<file path="src/rtl/bpu_pkg.sv">
// Shared types and helpers for the gshare branch predictor: 2-bit counter
// encoding and its saturating update.
package bpu_pkg;

  typedef logic [1:0] ctr2_t;

  localparam ctr2_t CTR_SNT = 2'b00;
  localparam ctr2_t CTR_WNT = 2'b01;
  localparam ctr2_t CTR_WT  = 2'b10;
  localparam ctr2_t CTR_ST  = 2'b11;

  function automatic ctr2_t sat_ctr_next(ctr2_t ctr, logic taken);
    if (taken) return (ctr == CTR_ST) ? CTR_ST : ctr + 2'd1;
    else       return (ctr == CTR_SNT) ? CTR_SNT : ctr - 2'd1;
  endfunction

endpackage

</file>
<file path="src/rtl/bpu_gshare_dual_btb.sv">
// Tagged branch target buffer: one combinational read port, two write ports.
// When both ports write the same entry, port 2 (younger branch) wins.
module bpu_btb #(
  parameter int PC_W  = 9,
  parameter int IDX_W = 6,
  parameter int TAG_W = 3
) (
  input  logic             clk,
  input  logic             reset,
  input  logic [IDX_W-1:0] rd_idx,
  input  logic [TAG_W-1:0] rd_tag,
  output logic             rd_hit,
  output logic [PC_W-1:0]  rd_target,
  input  logic             wr1_en,
  input  logic [IDX_W-1:0] wr1_idx,
  input  logic [TAG_W-1:0] wr1_tag,
  input  logic [PC_W-1:0]  wr1_target,
  input  logic             wr2_en,
  input  logic [IDX_W-1:0] wr2_idx,
  input  logic [TAG_W-1:0] wr2_tag,
  input  logic [PC_W-1:0]  wr2_target
);

  localparam int DEPTH = 1 << IDX_W;

  logic             valid_q  [DEPTH];
  logic [TAG_W-1:0] tag_q    [DEPTH];
  logic [PC_W-1:0]  target_q [DEPTH];

  // Port 2 is written last so its nonblocking update overrides port 1.
  always_ff @(posedge clk or negedge reset) begin
    if (!reset) begin
      for (int i = 0; i < DEPTH; i++) begin
        valid_q[i]  <= 1'b0;
        tag_q[i]    <= '0;
        target_q[i] <= '0;
      end
    end else begin
      if (wr1_en) begin
        valid_q[wr1_idx]  <= 1'b1;
        tag_q[wr1_idx]    <= wr1_tag;
        target_q[wr1_idx] <= wr1_target;
      end
      if (wr2_en) begin
        valid_q[wr2_idx]  <= 1'b1;
        tag_q[wr2_idx]    <= wr2_tag;
        target_q[wr2_idx] <= wr2_target;
      end
    end
  end

  assign rd_hit    = valid_q[rd_idx] && (tag_q[rd_idx] == rd_tag);
  assign rd_target = target_q[rd_idx];

endmodule

</file>
<file path="src/rtl/bpu_gshare_dual.sv">
// Dual-update gshare/bimodal branch predictor with tagged BTB, speculative
// global history with mispredict recovery, and a saturating mispredict count.
module bpu_gshare_dual
  import bpu_pkg::*;
#(
  parameter int PC_W   = 9,
  parameter int IDX_W  = 6,
  parameter int GHR_W  = 6,
  parameter int TAG_W  = 3,
  parameter int GSHARE = 1,
  parameter int CNT_W  = 16
) (
  input  logic             clk,
  input  logic             reset,
  input  logic             fetch_valid,
  input  logic [PC_W-1:0]  fetch_pc,
  output logic             pred_taken,
  output logic [PC_W-1:0]  pred_target,
  output logic [GHR_W-1:0] pred_ghr,
  input  logic             upd1_valid,
  input  logic [PC_W-1:0]  upd1_pc,
  input  logic             upd1_taken,
  input  logic [PC_W-1:0]  upd1_target,
  input  logic [GHR_W-1:0] upd1_ghr,
  input  logic             upd1_mispredict,
  input  logic             upd2_valid,
  input  logic [PC_W-1:0]  upd2_pc,
  input  logic             upd2_taken,
  input  logic [PC_W-1:0]  upd2_target,
  input  logic [GHR_W-1:0] upd2_ghr,
  input  logic             upd2_mispredict,
  output logic [GHR_W-1:0] ghr,
  output logic [CNT_W-1:0] mispredict_count
);

  localparam int DEPTH = 1 << IDX_W;

  // Handshake: fetch_valid and updN_valid qualify their buses for one cycle;
  // there is no ready, every valid beat is consumed on the edge it is seen.

  ctr2_t            bht_q [DEPTH];
  logic [GHR_W-1:0] ghr_q;
  logic [CNT_W-1:0] cnt_q;

  logic             btb_hit;
  logic [PC_W-1:0]  btb_target;
  logic [IDX_W-1:0] fetch_bidx, upd1_bidx, upd2_bidx;
  logic             rec1, rec2;
  logic [1:0]       cnt_inc;
  logic [CNT_W:0]   cnt_sum;

  function automatic logic [IDX_W-1:0] bht_index(logic [PC_W-1:0] pc, logic [GHR_W-1:0] h);
    if (GSHARE != 0) return pc[IDX_W-1:0] ^ IDX_W'(h);
    else             return pc[IDX_W-1:0];
  endfunction

  assign fetch_bidx = bht_index(fetch_pc, ghr_q);
  // Resolve uses the history that travelled with the branch, not the live one.
  assign upd1_bidx  = bht_index(upd1_pc, upd1_ghr);
  assign upd2_bidx  = bht_index(upd2_pc, upd2_ghr);

  bpu_btb #(
    .PC_W  (PC_W),
    .IDX_W (IDX_W),
    .TAG_W (TAG_W)
  ) u_btb (
    .clk        (clk),
    .reset      (reset),
    .rd_idx     (fetch_pc[IDX_W-1:0]),
    .rd_tag     (fetch_pc[IDX_W+TAG_W-1:IDX_W]),
    .rd_hit     (btb_hit),
    .rd_target  (btb_target),
    .wr1_en     (upd1_valid & upd1_taken),
    .wr1_idx    (upd1_pc[IDX_W-1:0]),
    .wr1_tag    (upd1_pc[IDX_W+TAG_W-1:IDX_W]),
    .wr1_target (upd1_target),
    .wr2_en     (upd2_valid & upd2_taken),
    .wr2_idx    (upd2_pc[IDX_W-1:0]),
    .wr2_tag    (upd2_pc[IDX_W+TAG_W-1:IDX_W]),
    .wr2_target (upd2_target)
  );

  assign pred_taken  = btb_hit & bht_q[fetch_bidx][1];
  assign pred_target = pred_taken ? btb_target : fetch_pc + PC_W'(1);
  assign pred_ghr    = ghr_q;
  assign ghr         = ghr_q;

  // Same-index resolves chain slot 1 then slot 2 so the net effect is kept.
  always_ff @(posedge clk or negedge reset) begin
    if (!reset) begin
      for (int i = 0; i < DEPTH; i++) bht_q[i] <= CTR_WNT;
    end else if (upd1_valid && upd2_valid && (upd1_bidx == upd2_bidx)) begin
      bht_q[upd1_bidx] <= sat_ctr_next(sat_ctr_next(bht_q[upd1_bidx], upd1_taken), upd2_taken);
    end else begin
      if (upd1_valid) bht_q[upd1_bidx] <= sat_ctr_next(bht_q[upd1_bidx], upd1_taken);
      if (upd2_valid) bht_q[upd2_bidx] <= sat_ctr_next(bht_q[upd2_bidx], upd2_taken);
    end
  end

  assign rec1 = upd1_valid & upd1_mispredict;
  assign rec2 = upd2_valid & upd2_mispredict;

  // Recovery from the oldest mispredict overrides this cycle's fetch shift.
  always_ff @(posedge clk or negedge reset) begin
    if (!reset) begin
      ghr_q <= '0;
    end else if (rec1) begin
      ghr_q <= {upd1_ghr[GHR_W-2:0], upd1_taken};
    end else if (rec2) begin
      ghr_q <= {upd2_ghr[GHR_W-2:0], upd2_taken};
    end else if (fetch_valid && btb_hit) begin
      ghr_q <= {ghr_q[GHR_W-2:0], pred_taken};
    end
  end

  assign cnt_inc = {1'b0, rec1} + {1'b0, rec2};
  assign cnt_sum = {1'b0, cnt_q} + {{(CNT_W-1){1'b0}}, cnt_inc};

  always_ff @(posedge clk or negedge reset) begin
    if (!reset) cnt_q <= '0;
    else        cnt_q <= cnt_sum[CNT_W] ? '1 : cnt_sum[CNT_W-1:0];
  end

  assign mispredict_count = cnt_q;

endmodule

</file>
<file path="config.mk">
export PLATFORM = sky130hd
export DESIGN_NAME = bpu_gshare_dual
export DESIGN_NICKNAME = d
export VERILOG_FILES = /design/src/rtl/bpu_pkg.sv /design/src/rtl/bpu_gshare_dual_btb.sv /design/src/rtl/bpu_gshare_dual.sv
export SDC_FILE = /design/constraint.sdc
export NUM_CORES = 2
export LEC_CHECK = 0
export ABC_AREA = 1
export CAP_MARGIN = 20
export CORE_MARGIN = 5
export CORE_UTILIZATION = 55
export CTS_CLUSTER_DIAMETER = 100
export CTS_CLUSTER_SIZE = 40
export DETAILED_ROUTE_END_ITERATION = 10
export DONT_BUFFER_PORTS = 1
export PLACE_DENSITY = 0.7
export RECOVER_POWER = 100
export REMOVE_ABC_BUFFERS = 1
export SLEW_MARGIN = 20
export SYNTH_ARGS = -nofsm -noshare
export SYNTH_HDL_FRONTEND = slang
export SYNTH_SLANG_ARGS = --single-unit
</file>
<file path="constraint.sdc">
create_clock -name clk -period 6.7 [get_ports clk]
set_input_delay 0.67 -clock clk [delete_from_list [all_inputs] [get_ports clk]]
set_output_delay 0.67 -clock clk [all_outputs]
set_load 0.005 [all_outputs]
</file>
; Word level (Yosys, flattened, before mapping)
; Cells that the tools add are included.
[totals]
register_bits = 982
input_bits = 66
out_inout_bits = 38
wordCells = 381
[classes]
n_addsub = 9
magnitude_cmp = 10
n_eq_ne = 5
muxes = 71
bitwise_logic = 16
n_reduce_logical = 12
[op_table]
columns = operator, n
row1 = $bwmux 576, 2
row2 = $mux 576, 2
row3 = $mux 128, 4
row4 = $bwmux 128, 3
row5 = $bwmux 192, 2
row6 = $mux 192, 2
row7 = $mux 64, 2
row8 = $or 64x64->64, 2
row9 = $demux 9 s6, 2
row10 = $bmux 9 s6, 1
row11 = $mux 2, 23
row12 = $mux 9, 5
row13 = $ge 7x7->1 const B, 6
row14 = $not 6->7, 6
row15 = $bmux 2 s6, 3
row16 = $demux 3 s6, 2
row17 = $lt 7x1->1 const B, 4
row18 = $demux 2 s6, 2
row19 = $bmux 3 s6, 1
row20 = $mux 6, 3
row21 = $xor 6x6->6, 3
row22 = $add 16x2->17, 1
row23 = $mux 16, 1
row24 = $demux 1 s6, 2
row25 = 14 further kinds, 39

; Longest topological paths before layout
[depth]
ltp_word = 16
mapped_depth = 22
depth_no_buf = 20

; Modules after synthesis
; From an unflattened synthesis, not the netlist that was laid out.
[unflattened]
hier_cells = 8656
area_unflattened_um2 = 60441.7
[by_module_without_submodules]
columns = mod, instances, cells_each, area_each_um2, seq_area_each_um2
row1 = bpu_btb, 1, 5953, 45119.5, 20820.0
row2 = bpu_gshare_dual, 1, 2703, 15322.2, 3833.7

; Least setup slack after synthesis
; OpenSTA, ideal clock, no wires.
[synth_timing]
kind = in2out
start = input fetch_pc[1]
end = output pred_target[0]
arrival_time_ps = 2491
t_required_ps = 6030
slack_ps = 3539
cell_stages = 19
n_path_buf = 4
cell_sequence = buf_2 inv_1 buf_2 buf_2 nand3_1 nand3_1 nand2_1 a21oi_1 nand2_1 nand3_1 nand2_1 nand2_1 nand2_1 nor2_1 nand3_1 inv_2 buf_4 nand2_1 o21ai_1
[synth_via]
elab_chain_len = 8
word_cells_on_any_way = 19
cone_classes = 1 x eq/ne / 13 x mux / 4 x bitwise / 1 x reduce/logical
[synth_rtl]
columns = item, line
row1 = start: declaration, bpu_gshare_dual.sv:16  ; input logic [PC_W-1:0] fetch_pc,
row2 = $not 6->7 (not written as such), bpu_gshare_dual_btb.sv:52  ; assign rd_hit = valid_q[rd_idx] && (tag_q[rd_idx] == rd_tag);
row3 = $bmux 3 s6, bpu_gshare_dual_btb.sv:52
row4 = $mux 3 (not written as such) (2 in series), bpu_gshare_dual_btb.sv:52
row5 = $eq 3x3->1, bpu_gshare_dual_btb.sv:52
row6 = $logic_and 1x1->1, bpu_gshare_dual_btb.sv:52
row7 = $and 1x1->1 *, bpu_gshare_dual.sv:83  ; assign pred_taken = btb_hit & bht_q[fetch_bidx][1];
row8 = named net pred_taken, bpu_gshare_dual.sv:17  ; output logic pred_taken,
row9 = $mux 9 *, bpu_gshare_dual.sv:84  ; assign pred_target = pred_taken ? btb_target : fetch_pc + PC_W'(1);
row10 = end: declaration, bpu_gshare_dual.sv:18  ; output logic [PC_W-1:0] pred_target,
; Mark *: on every way through the listed nets, which the timed path passes. The rest lies on a longest branch. The select of a mux whose other input is x is not followed.

; Final worst setup path
[layout_timing]
start = input upd2_taken
end = register u_btb.target_q[220] (netlist name)
[layout_via]
elab_chain_len = 2
[layout_rtl]
columns = item, line
row1 = start: declaration, bpu_gshare_dual.sv:28  ; input logic upd2_taken,
row2 = $and 1x1->1, bpu_gshare_dual.sv:77  ; .wr2_en (upd2_valid & upd2_taken),
row3 = $mux 576, bpu_gshare_dual_btb.sv:44  ; if (wr2_en) begin
row4 = end signal: indexed assignment, bpu_gshare_dual_btb.sv:42  ; target_q[wr1_idx] <= wr1_target;
row5 = end signal: indexed assignment, bpu_gshare_dual_btb.sv:47  ; target_q[wr2_idx] <= wr2_target;
row6 = end: declaration, bpu_gshare_dual_btb.sv:28  ; logic [PC_W-1:0] target_q [DEPTH];
; No other way between the ends.
; A chain may end at the register's enable or synchronous reset.

==> results.cfg <==
[placed_design]
place_congestion = 1.04
place.detailed.hpwl_um = 172000
placed_cell_area_sq_mm = 0.0615
io_buffer_count = 0

[worst_setup_path]
worstReg2RegEnd = bht_q[11]
critical_path_peak_fanout = 40
r2r_setup_slack_ns = 1.01
worst_setup_path_start_kind = input pin
category_of_the_critical_setup_timing_path = input pin to register
critical-path-max-stage-delay_ns = 2.75
timing.critical_path.cells = nand2_1 > nor2_1 > clkbuf_2 > a22oi_1
cp-end-kind = register
rr_worst_depth = 15
worstPathBufferInverterCount = 1
timing.critical_path.required_ns = 7.22
timing.critical_path.slowest_stage_cell = sky130_fd_sc_hd__nor2_1
r2r-start = bht_q[113]
timing.critical_path.arrival_ns = 6.79
cp_top_family = simple AND/OR/NAND/NOR gates

[power_and_ir_drop]
power.density_mw_per_mm2 = 278
power.total_mw = 17.6
power.static_leakage_nw = 29.0
ir_worst_vdd_mv = 0.230

[layout]
regArea_sq_mm = 0.0247
layout.cell_area.non_filler_sq_mm = 0.0632
drive_above_1_share_pct = 3.68
area_growth_pct = 3.29
layout.core_utilization_pct = 57.1
num-nets-final = 8414
multiInputGateArea_sq_mm = 0.0308
filler_cell_count = 10800

[hold_path]
worst_min_delay_path_endpoint = u_btb.tag_q[143]
worst_hold_path_type = input pin to register
min_from = upd2_pc[8]
worstHoldPathCells = 2

[timing]
fin_crit_sh_pct = 93.6
fin_setup_tns_ns = 0
maxSlewHeadroom_pct = -203
report.final.setup_viol = 0
timing.hold.ws_ns = 0.0869
grt_setup_unrepaired = false
post-route-min-period_ns = 6.27
finalHoldViolCount = 0
skew_ns = 0.0527
max_freq_ghz = 0.159
maxSlewViolCount = 1272
tightestPinTransition_ns = 4.55

[die]
height_of_the_die_um = 343
ioPinCount = 104
rows = 122
start_util_pct = 55.3
coreArea_sq_mm = 0.111
dieWidth_um = 343
design.die.area_sq_mm = 0.118

[clocking]
clkLatencyLatePin_ns = 0.76
clk_pin_slew_worst_paths_ns = 0.15
cts_buffer_depth = 3
postCtsSetupRepairBufs = 0
cts_root_buf = sky130_fd_sc_hd__clkbuf_16
number_of_clock_buffers_inserted_by_tritoncts = 41
htree_num_levels = 2
cts_tree = done
numClockSinks = 982

[status]
run_status = finished, violations left
violations = capacitance limit, slew limit

[global_route]
groute.usage.overall_pct = 45.5
grt_start_max_net_pins = 454
grt_pass1_wl_um = 405000
first_global_vias = 60800
grt.overflow.total = 0
grt_antenna_before_repair = 20

[logic_synthesis]
netlist-cell-type-count = 45
syn_avg_cell_area_sq_um = 6.93
ys.flop_type = sky130_fd_sc_hd__dfrtp_1
synth_seq_cells = 982
yosys_warnings = 0
syn-instance-count = 8828
synth_enable_flop_cells = 0
synth_largest_area_cell = sky130_fd_sc_hd__dfrtp_1
synth_sequential_area_ratio_pct = 40.3
share_of_synthesized_registers_carrying_an_async_set_or_reset_pct = 100
cells_taking_the_most_area_after_synthesis = sky130_fd_sc_hd__dfrtp_1, sky130_fd_sc_hd__nand2_1, sky130_fd_sc_hd__nor2_1, sky130_fd_sc_hd__nand3_1, sky130_fd_sc_hd__a32oi_1
synth.most_common_cell = sky130_fd_sc_hd__nand2_1
synth_commonest_cells = sky130_fd_sc_hd__nand2_1, sky130_fd_sc_hd__nor2_1, sky130_fd_sc_hd__dfrtp_1, sky130_fd_sc_hd__inv_1, sky130_fd_sc_hd__nand3_1
syn_std_cell_area_sq_mm = 0.0611
yosysTopAreaCellShare_pct = 37.6

[drt]
dr.first_iter.drc_count = 12100
drt-pass1-iter-count = 8
detail_route.wl_per_cell_um = 28.3
detail-route-antenna-nets = 0
num_vias = 67500
detail_route.drc_violations = 0
viasPerCell = 6.83
routed_wl_um = 280000

[flow_run]
cap_viol_max_count = 20
cells in the final DEF (no fill, tap or decap), types with 110 or more instances in the layout:
master | Yosys | final
sky130_fd_sc_hd__nand2_1 | 2365 | 2364
sky130_fd_sc_hd__a32oi_1 | 366 | 366
sky130_fd_sc_hd__nand3_1 | 689 | 690
sky130_fd_sc_hd__a21oi_1 | 490 | 490
sky130_fd_sc_hd__inv_1 | 810 | 813
sky130_fd_sc_hd__nor2_1 | 1046 | 1027
sky130_fd_sc_hd__a22oi_1 | 159 | 159
sky130_fd_sc_hd__nor3_1 | 111 | 110
sky130_fd_sc_hd__o22ai_1 | 268 | 268
sky130_fd_sc_hd__dfrtp_1 | 918 | 918
sky130_fd_sc_hd__o21ai_0 | 546 | 551
through the flow:
stage | cells | setup WS, ns
global placement | 9785 | 1.61
global route | 9870 | 0.511
detailed placement | 9785 | 1.51
floorplan | 8204 | -2.05
finish | 9887 | 0.428
CTS | 9861 | 1.36
layer usage:
| layer | global-route usage [%] | wire length, um | up-vias |
|---|---|---|---|
| li1 | - | - | 28700 |
| met1 | 60.5 | 100000 | 32000 |
| met2 | 62.8 | 112000 | 5650 |
| met5 | 1.23 | 368 | - |
| met4 | 28.0 | 21200 | 30 |
| met3 | 17.0 | 45500 | 1198 |
how the worst max path moves through the flow:
stage / slack [ns] / endpoint / startpoint / cells after the start
2_1_floorplan: -2.05 / pred_target[1] / fetch_pc[0] / 14
3_3_place_gp: 1.61 / pred_target[4] / fetch_pc[1] / 16
3_5_place_dp: 1.51 / pred_target[4] / fetch_pc[1] / 16
4_1_cts: 1.36 / pred_target[4] / ghr[1] / 13
5_1_grt: 0.51 / bht_q[116] / upd1_pc[0] / 17
6_report: 0.43 / u_btb.target_q[220] / upd2_taken / 4
sequential cells by signal, indices dropped and copies added (netlist names):
name / cells
u_btb.tag_q: 192
u_btb.valid_q: 64
u_btb.target_q: 576
mispredict_count: 16
ghr: 6
bht_q: 128
area by class of cell:
class / count / area share, %
timing repair buffer: 98 / 1.41
inverter: 862 / 5.15
clock inverter: 31 / 0.812
clock buffer: 44 / 1.73
sequential: 982 / 39.0
tap: 1488 / 2.95
antenna: 22 / 0.0872
multi-input combinational: 6360 / 48.8
power by group:
group	leakage, nW	internal [mW]	total [mW]	switching (mW)
Combinational	15.9	1.76	5.28	3.52
Clock	0.755	1.35	3.82	2.47
Sequential	12.3	7.38	8.47	1.09
Total	29.0	10.5	17.6	7.07
kinds of logic after synthesis:
| family | after synthesis | synth area share [%] |
|---|---|---|
| AOI/OAI and AO/OA | 2059 | 21.4 |
| and+or+nand+nor | 4267 | 28.1 |
| xor gates and xnor gates | 31 | 0.555 |
| DFF | 982 | 40.3 |
| buffers and inverters | 1486 | 9.54 |
| adders and majority gates | 3 | 0.0737 |
what timing repair did:
action,4_1_cts,5_1_grt
setup endpoints to repair,0,0
resized for setup,0,0
hold endpoints to repair,62,0
hold buffers,1,0
(Power assumes the default switching activity.)
